`src/rtl/cmul_sched.sv`:
```
// cmul_sched -- shared complex-multiplier scheduler for the 2D FFT.
//
// Time-shares one registered complex multiplier between requester A (row
// FFT engine) and requester B (column FFT engine). Operands are granted in
// bursts of up to BURST beats through valid/ready. Each issued product is
// tagged with its owner, so the result returns to the requester that issued it.
//
// Optional feature: define CMUL_SCHED_RR_EN for round-robin tie breaking.
// When it is undefined, A has fixed priority.
//
// Ports:
//   clk, rst                    clock (rising edge), async active-high reset
//   a_valid/a_ready, a_r/a_i    requester A handshake and data operands
//   a_wr/a_wi                   requester A twiddle operands
//   b_*                         same set for requester B
//   m_in_r/m_in_i               registered data operands to the multiplier
//   m_w_real/m_w_imag           registered twiddle operands to the multiplier
//   m_out_r/m_out_i             multiplier results (MULT_LAT after operands)
//   res_r/res_i                 pass-through of multiplier results
//   a_res_valid/b_res_valid     result owner strobes (mutually exclusive)
//   busy                        product in flight or FSM not idle
module cmul_sched #(
   parameter int DW       = 16,
   parameter int WW       = 8,
   parameter int MULT_LAT = 2,
   parameter int BURST    = 4
) (
   input  logic                 clk,
   input  logic                 rst,
   input  logic                 a_valid,
   output logic                 a_ready,
   input  logic signed [DW-1:0] a_r,
   input  logic signed [DW-1:0] a_i,
   input  logic signed [WW-1:0] a_wr,
   input  logic signed [WW-1:0] a_wi,
   input  logic                 b_valid,
   output logic                 b_ready,
   input  logic signed [DW-1:0] b_r,
   input  logic signed [DW-1:0] b_i,
   input  logic signed [WW-1:0] b_wr,
   input  logic signed [WW-1:0] b_wi,
   output logic signed [DW-1:0] m_in_r,
   output logic signed [DW-1:0] m_in_i,
   output logic signed [WW-1:0] m_w_real,
   output logic signed [WW-1:0] m_w_imag,
   input  logic signed [DW-1:0] m_out_r,
   input  logic signed [DW-1:0] m_out_i,
   output logic signed [DW-1:0] res_r,
   output logic signed [DW-1:0] res_i,
   output logic                 a_res_valid,
   output logic                 b_res_valid,
   output logic                 busy
);

   localparam int CW = (BURST > 1) ? $clog2(BURST) : 1;
   localparam logic [CW-1:0] LAST_BEAT = CW'(BURST - 1);

   typedef enum logic [1:0] {
      IDLE    = 2'd0,
      BURST_A = 2'd1,
      BURST_B = 2'd2
   } state_t;

   state_t          state;
   state_t          next_state;
   logic [CW-1:0]   beat_cnt;
   logic            hs;          // operand handshake this cycle
   logic            owner;       // 1'b0 = A, 1'b1 = B
   logic            burst_end;
   logic            start;       // a burst begins next cycle
   logic            pick_valid;
   logic            pick_b;
   logic [MULT_LAT:0] tag_v;
   logic [MULT_LAT:0] tag_o;

`ifdef CMUL_SCHED_RR_EN
   logic            last_grant;  // 1'b0 = A, 1'b1 = B

   // Arbiter: on a tie, the requester that did not win last time goes next.
   always_comb begin
      pick_valid = a_valid | b_valid;
      if (a_valid && b_valid) begin
         pick_b = ~last_grant;
      end else begin
         pick_b = ~a_valid;
      end
   end

   // Last-grant register, updated at every burst start.
   always_ff @(posedge clk or posedge rst) begin
      if (rst) begin
         last_grant <= 1'b1;
      end else if (start) begin
         last_grant <= pick_b;
      end else begin
         last_grant <= last_grant;
      end
   end
`else
   // Arbiter: A has fixed priority, so B wins only when A is idle.
   always_comb begin
      pick_valid = a_valid | b_valid;
      pick_b     = ~a_valid;
   end
`endif

   // State register and beat counter.
   always_ff @(posedge clk or posedge rst) begin
      if (rst) begin
         state    <= IDLE;
         beat_cnt <= {CW{1'b0}};
      end else begin
         state <= next_state;
         if (start || next_state == IDLE) begin
            beat_cnt <= {CW{1'b0}};
         end else if (hs) begin
            beat_cnt <= beat_cnt + CW'(1);
         end else begin
            beat_cnt <= beat_cnt;
         end
      end
   end

   // Next-state logic. A burst ends after its last beat or as soon as its
   // requester drops valid. The arbiter then picks the successor directly,
   // so burst-to-burst handover has no bubble.
   always_comb begin
      next_state = state;
      start      = 1'b0;
      case (state)
         IDLE:    burst_end = 1'b1;
         BURST_A: burst_end = ~a_valid | (beat_cnt == LAST_BEAT);
         BURST_B: burst_end = ~b_valid | (beat_cnt == LAST_BEAT);
         default: burst_end = 1'b1;
      endcase
      if (burst_end) begin
         if (pick_valid) begin
            start      = 1'b1;
            next_state = pick_b ? BURST_B : BURST_A;
         end else begin
            next_state = IDLE;
         end
      end else begin
         next_state = state;
      end
   end

   // Output decode: ready comes from registered state only.
   always_comb begin
      a_ready = (state == BURST_A);
      b_ready = (state == BURST_B);
      hs      = (a_ready & a_valid) | (b_ready & b_valid);
      owner   = b_ready;
   end

   // Operand registers. A cycle without a handshake drives zeros.
   always_ff @(posedge clk or posedge rst) begin
      if (rst) begin
         m_in_r   <= {DW{1'b0}};
         m_in_i   <= {DW{1'b0}};
         m_w_real <= {WW{1'b0}};
         m_w_imag <= {WW{1'b0}};
      end else if (hs && !owner) begin
         m_in_r   <= a_r;
         m_in_i   <= a_i;
         m_w_real <= a_wr;
         m_w_imag <= a_wi;
      end else if (hs && owner) begin
         m_in_r   <= b_r;
         m_in_i   <= b_i;
         m_w_real <= b_wr;
         m_w_imag <= b_wi;
      end else begin
         m_in_r   <= {DW{1'b0}};
         m_in_i   <= {DW{1'b0}};
         m_w_real <= {WW{1'b0}};
         m_w_imag <= {WW{1'b0}};
      end
   end

   // Tag pipeline. Stage 0 lines up with the operand registers, and the
   // last stage lines up with the multiplier output.
   always_ff @(posedge clk or posedge rst) begin
      if (rst) begin
         tag_v <= {(MULT_LAT+1){1'b0}};
         tag_o <= {(MULT_LAT+1){1'b0}};
      end else begin
         tag_v[0] <= hs;
         tag_o[0] <= owner;
         for (int k = 1; k <= MULT_LAT; k++) begin
            tag_v[k] <= tag_v[k-1];
            tag_o[k] <= tag_o[k-1];
         end
      end
   end

   assign res_r       = m_out_r;
   assign res_i       = m_out_i;
   assign a_res_valid = tag_v[MULT_LAT] & ~tag_o[MULT_LAT];
   assign b_res_valid = tag_v[MULT_LAT] &  tag_o[MULT_LAT];
   assign busy        = (|tag_v) | (state != IDLE);

endmodule

```
`config.mk`:
```
export PLATFORM = sky130hd
export DESIGN_NAME = cmul_sched
export DESIGN_NICKNAME = d
export VERILOG_FILES = /design/src/rtl/cmul_sched.sv
export SDC_FILE = /design/constraint.sdc
export NUM_CORES = 1
export LEC_CHECK = 0
export CAP_MARGIN = 20
export CORE_MARGIN = 4
export CORE_UTILIZATION = 31
export DETAILED_ROUTE_END_ITERATION = 8
export GPL_ROUTABILITY_DRIVEN = 0
export PLACE_DENSITY_LB_ADDON = 0.05
export RECOVER_POWER = 25
export SYNTH_ARGS = -nofsm -noshare
export SYNTH_HDL_FRONTEND = slang
export SYNTH_SLANG_ARGS = --single-unit
export TNS_END_PERCENT = 30
```
`constraint.sdc`:
```
create_clock -name clk -period 2.4 [get_ports clk]
set_input_delay 0.48 -clock clk [delete_from_list [all_inputs] [get_ports clk]]
set_output_delay 0.48 -clock clk [all_outputs]
set_load 0.02 [all_outputs]
```
==> metrics.txt, run 1 <==
most numerous cell in the Yosys netlist dfrtp_1; std cell rows 31; fin crit share 91.6%; non-filler cells, final 404; DP HPWL 5400 um; Final ANT Viol Nets 0; Placed Area 3780 sq um; final core occ 54.3%; top cells by area, synth dfrtp_1 61%, a22o_1 18%, buf_4 11%; Max Root-Sink Buffers 2; WL final 7040 um; crit path time final 2200 ps; CTS root buf clkbuf_8; CP Launch Type flop; grt ovf 0; design area 4010 sq um; total CTS buffers 9; DRT Pass-1 Iters 4; #FFs+latches synth 58; Pins Over Slew Limit 0; Worst setup EP type output port; PortBufs 152; largest net degree at the start of global routing 49; Skew-Pair Late Insertion Delay 320 ps; # IOs 217; Crit Path Class flop to output port; worst slew pin tran 985 ps; Yosys top cell by area dfrtp_1; clk sinks 58; Met3 Routed Length 1050 um; ys flop type dfrtp_1; hold buffer count at cts 0; worst-path maximum fanout 3; area grow syn2layout 67.6%; asr flop ratio synth 100%; total number of vias 1830; Initial Util 32.4%; Avg Cell Area, Syn 13.7 sq um; PD cells 733 nW/um^2; Placed Cells 388; final hold vios 0; Max transition margin 34.3%; max incr delay on CP 570 ps; Lkg Pwr 1.80 nW; uppermost layer routed met4; CTS clk-pin slew, worst paths 60 ps; status complete, no violations; Die W 95.8 um; Cells after Synth 174; Die H 95.8 um; skew final 5.47 ps; Final setup viols 0; Post-Route Setup TNS 0 ps; r2r setup slk 610 ps; Cell Chain, Critical Path inv_1, ha_1, or4b_2, clkbuf_2; CTS H-Tree Depth 3; Iter 0 DRT Violations 40; DR WL met2 3520 um; CP max-delay cell or4b_2; diode count 0; DR vias/cell 4.53; share of the synthesized area in the top cell type 60.7%; Critical Path AT 1720 ps; initial antenna violation count 0; net count reported at finish 437; Core Area 7370 sq um; CP Buf/Inv Count 2; WL per Instance 17.4 um; Post-synth EDFFs 0; vias in the first global route 1965; Hold WC Path Type flop to flop; first-pass GRT wire length 10100 um; highest clock rate 0.455 GHz; residual DRC count 0; hold slack final 343 ps; CTS tree done; WL met1 2310 um; Mapped Area 2390 sq um; RSZ-0062 raised after global routing no; Required @ worst endpoint 1920 ps; most common library cells after synthesis 58 x dfrtp_1, 48 x a22o_1, 34 x buf_4, 4 x ha_1, 4 x inv_1; GR Util All Layers 14.9%; share of cells above drive strength 1 8.20%; Max-Cap Viols 0; Synth warnings 0; Die ar. 9180 sq um; Worst path top cell family by delay simple AND/OR/NAND/NOR gates; Syn Nets 310; Worst IR Drop VDD 0.300 mV; count of unique library cells instantiated by Yosys 23; post-synthesis sequential area ratio 60.7%
-- metal layers --
layer  vias to the layer above  track usage, %
li1                        844               -
met1                       842            14.9
met2                       125            25.3
met3                        19            7.90
met4                         0            6.99
met5                         -               0
-- stage by stage --
| stage | setup slack (ps) | power (mW) |
|---|---|---|
| after floorplan | 492 | 1.65 |
| after global placement | 90.1 | 2.04 |
| after detailed placement | 59.6 | 2.06 |
| after CTS | 14.6 | 2.98 |
| after global routing | 89.9 | 3.10 |
| final | 201 | 2.93 |
-- cells in the final DEF (no fill, tap or decap) --
cell and instances:
clkdlybuf4s50_1 149, clkbuf_2 1, nand2b_1 1, nor2b_4 1
buf_4 4, nor3b_1 2, nand2_1 1, buf_12 2
clkinv_2 1, dlygate4sd3_1 1, bufinv_16 1, or4b_2 1
dlymetal6s2s_1 1, clkbuf_8 12, inv_1 4, nor3b_2 1
mux2_1 1, a22o_1 48, nor2_4 1, nor2b_1 1
a21oi_1 1, xor2_1 1, ha_1 4, mux2i_1 3
and2_1 1, nor2_1 1, dfrtp_1 58, clkbuf_1 1
a22oi_1 1
-- final cells by class --
type,count,area (sq um)
Fill cell,662,3360
Inverter,4,15.0
Clock inverter,2,35.0
Tap cell,99,124
Multi-Input combinational cell,70,622
Sequential cell,58,1450
Clock buffer,13,169
Timing Repair Buffer,158,1590
-- path summary, 6_finish.rpt --
kind / cells past startpoint / end / from
min in group asynchronous: 2 / state[0] / rst
hold / removal: 0 / tag_o[1] / tag_o[0]
setup reg to reg: 5 / m_in_i[15] / state[0]
max in group asynchronous: 3 / m_in_i[15] / rst
hold reg to reg: 0 / tag_o[1] / tag_o[0]
setup / recovery: 4 / busy / state[1]
-- kinds of logic after synthesis --
logic type	after synthesis	synth area share, %
flip-flops	58	60.7
AO/OA/AOI/OAI	50	18.1
buffers and inverters	46	13.7
AND/OR/NAND/NOR	11	3.30
multiplexers	4	1.73
adder cells (fa/ha/maj)	4	2.09
XOR/XNOR	1	0.367
-- state kept, by name, summed over array words and instances (netlist names) --
name	count
tag_o	3
state	2
beat_cnt	2
m_in_i	16
m_in_r	16
m_w_real	8
tag_v	3
m_w_imag	8
-- power by group --
group          leakage, nW  switching, mW  internal, mW
logic                0.912          0.395         0.476
clock network        0.106          0.351         0.558
registers            0.779         0.0441          1.11
-- what timing repair did --
| item | in CTS | in global routing |
|---|---|---|
| buffers inserted | 0 | 0 |
| endpoints found under the setup margin | 1 | 2 |
| resized for setup | 1 | 3 |
| endpoints found under the hold margin | 0 | 0 |
Note: power is estimated with default switching activity, not from simulation.
==> inputs of run 2 (changes only) <==
--- a/config.mk
+++ b/config.mk
@@ -8,10 +8,12 @@
 export CAP_MARGIN = 20
 export CORE_MARGIN = 4
 export CORE_UTILIZATION = 31
+export CTS_CLUSTER_SIZE = 40
 export DETAILED_ROUTE_END_ITERATION = 8
 export GPL_ROUTABILITY_DRIVEN = 0
 export PLACE_DENSITY_LB_ADDON = 0.05
-export RECOVER_POWER = 25
+export RECOVER_POWER = 100
+export SLEW_MARGIN = 10
 export SYNTH_ARGS = -nofsm -noshare
 export SYNTH_HDL_FRONTEND = slang
 export SYNTH_SLANG_ARGS = --single-unit
==> run 2 against run 1 <==
Effect of this change: final area decreased by 0.78%; wire length decreased by 0.14%; total power decreased by 2.0%; first-iteration DRC count decreased by 2.5%; critical path depth decreased by 1; sequential power about the same; via count increased by 0.93%; register-to-register slack got worse by 240 ps; worst setup slack got worse by 33 ps; worst hold slack got worse by 1.1 ps; sequential share of layout area increased by 0.29 points; global-route usage unchanged; largest power group unchanged.
==> metrics.txt, run 2 (synthesized netlist as in run 1, its figures left out) <==
grt met1 use 14.9% (unchanged); GR Util All Layers 14.9% (unchanged); Placed Cells 388 (unchanged); worst-path maximum fanout 4 (+1); # IOs 217 (unchanged); grt ovf 0 (unchanged); DR vias/cell 4.57 (+0.93%); Worst IR Drop VDD 0.299 mV (-0.39%); Max-Cap Viols 0 (unchanged); Iter 0 DRT Violations 39 (-2.5%); Final ANT Viol Nets 0 (unchanged); CTS clk-pin slew, worst paths 60 ps (about the same); Skew-Pair Late Insertion Delay 320 ps (about the same); Post-Route Setup TNS 0 ps (unchanged); Worst setup EP type output port; crit path time final 2230 ps (+32.6 ps); clk sinks 58 (unchanged); Crit Path Class flop to output port; largest net degree at the start of global routing 49 (unchanged); share of cells above drive strength 1 7.87% (-0.33 points); largest registers m_in_i x16, m_in_r x16; register area 1450 sq um (unchanged); grt met2 use 25.3% (unchanged); diode count 0 (unchanged); Hold WC Path Type flop to flop; Lkg Pwr 1.91 nW (+6.4%); Die ar. 9180 sq um (unchanged); final hold vios 0 (unchanged); RSZ-0062 raised after global routing no; Core Area 7370 sq um (unchanged); Die H 95.8 um (unchanged); vias in the first global route 1965 (unchanged); Critical Path AT 1750 ps (+30 ps); PD cells 724 nW/um^2 (-1.2%); CTS tree done; initial antenna violation count 0 (unchanged); CP Launch Type flop; gr busiest metal met2; final core occ 53.9% (-0.42 points); WL per Instance 17.4 um (-0.14%); PortBufs 152 (unchanged); Pins Over Slew Limit 0 (unchanged); highest-count cells in the layout ignoring fill and taps 98 x clkdlybuf4s50_1, 58 x dfrtp_1, 52 x dlygate4sd3_1; CTS root buf clkbuf_8; status complete, no violations; Final setup viols 0 (unchanged); fin crit share 93.0% (+1.4 points); Initial Util 32.4% (unchanged); multi-input logic area 612 sq um (-1.6%); total number of vias 1847 (+0.93%); DRT Pass-1 Iters 4 (unchanged); area grow syn2layout 66.3%; Required @ worst endpoint 1920 ps (about the same); WL final 7030 um (-0.14%); total CTS buffers 9 (unchanged); worst slew pin tran 940 ps (-45.2 ps); first-pass GRT wire length 10100 um (unchanged); non-filler cells, final 404 (unchanged); most common cell after layout, fill and taps aside clkdlybuf4s50_1; Max transition margin 37.3% (+3.0 points); skew final 5.64 ps (+0.166 ps); residual DRC count 0 (unchanged); DP HPWL 5400 um (unchanged); std cell rows 31 (unchanged); hold slack final 342 ps (-1.07 ps); highest clock rate 0.448 GHz (-1.5%); net count reported at finish 437 (unchanged); met3 usage 7.90% (unchanged); Max Root-Sink Buffers 2 (unchanged); fillers 664 (+0.30%); CTS H-Tree Depth 3 (unchanged); Die W 95.8 um (unchanged)
-- run 2: changes by cell type in the layout (fill, tap and decap cells not counted) --
cell and delta:
nor2b_4 -1, buf_12 -1, nor2b_2 +1, nor3b_2 -1
nor3b_1 +1, clkbuf_1 +1, clkbuf_4 +1, dlygate4sd3_1 +51
clkdlybuf4s50_1 -51, dlymetal6s2s_1 -1
-- run 2: final cells by class --
class                      count  share of cell area, %
clock buffer                  13                   4.25
multi-input combinational     70                   15.4
timing repair buffer         158                   39.5
inverter                       4                  0.378
tap                           99                   3.12
clock inverter                 2                  0.882
sequential                    58                   36.5
-- run 2: stage by stage --
stage                     worst slack (ps)  cell area, sq um  power, mW
final                                  169              3970       2.88
after global routing                  89.8              3970       3.04
after CTS                             14.6              3990       2.98
after detailed placement              59.6              3780       2.06
after global placement                90.1              3780       2.04
after floorplan                        492              2390       1.65
-- run 2: repair_timing --
item	in CTS	in global routing
gates resized for setup	1	3
buffers inserted	0	0
hold endpoints to repair	0	0
setup endpoints to repair	1	2
hold buffers	0	0
-- run 2: report_power, final --
part           leakage [nW]  internal [mW]  switching [mW]
Clock                 0.106          0.558           0.350
Combinational          1.03          0.425           0.393
Sequential            0.779           1.11          0.0393
Total                  1.91           2.09           0.782
-- run 2: worst paths after layout --
| check | start | endpoint | slack (ps) | cells after the start |
|---|---|---|---|---|
| min reg2reg | tag_o[0] | tag_o[1] | 340 | 0 |
| max | state[1] | a_ready | 170 | 3 |
| min | tag_o[0] | tag_o[1] | 340 | 0 |
| max in group asynchronous | rst | m_in_i[15] | 500 | 3 |
| min in group asynchronous | rst | state[0] | 810 | 2 |
| max reg2reg | state[0] | m_in_i[15] | 370 | 5 |
-- run 2: worst max-delay path, cell delays in order (launching register included) --
cell	delay, ps
dfrtp_1	390
inv_1	110
ha_1	230
dlygate4sd3_1	700
-- run 2: layer usage --
| metal | vias up | wire length, um |
|---|---|---|
| met5 | - | 0 |
| met4 | 0 | 164 |
| met3 | 19 | 1040 |
| met2 | 127 | 3500 |
| met1 | 857 | 2330 |
| li1 | 844 | - |
==> inputs of run 3 (changes only) <==
--- a/config.mk
+++ b/config.mk
@@ -10,7 +10,6 @@
 export CORE_UTILIZATION = 31
 export CTS_CLUSTER_SIZE = 40
 export DETAILED_ROUTE_END_ITERATION = 8
-export GPL_ROUTABILITY_DRIVEN = 0
 export PLACE_DENSITY_LB_ADDON = 0.05
 export RECOVER_POWER = 100
 export SLEW_MARGIN = 10
==> results of run 3 <==
Final layout, timing and power as in run 2 (identical DEF).
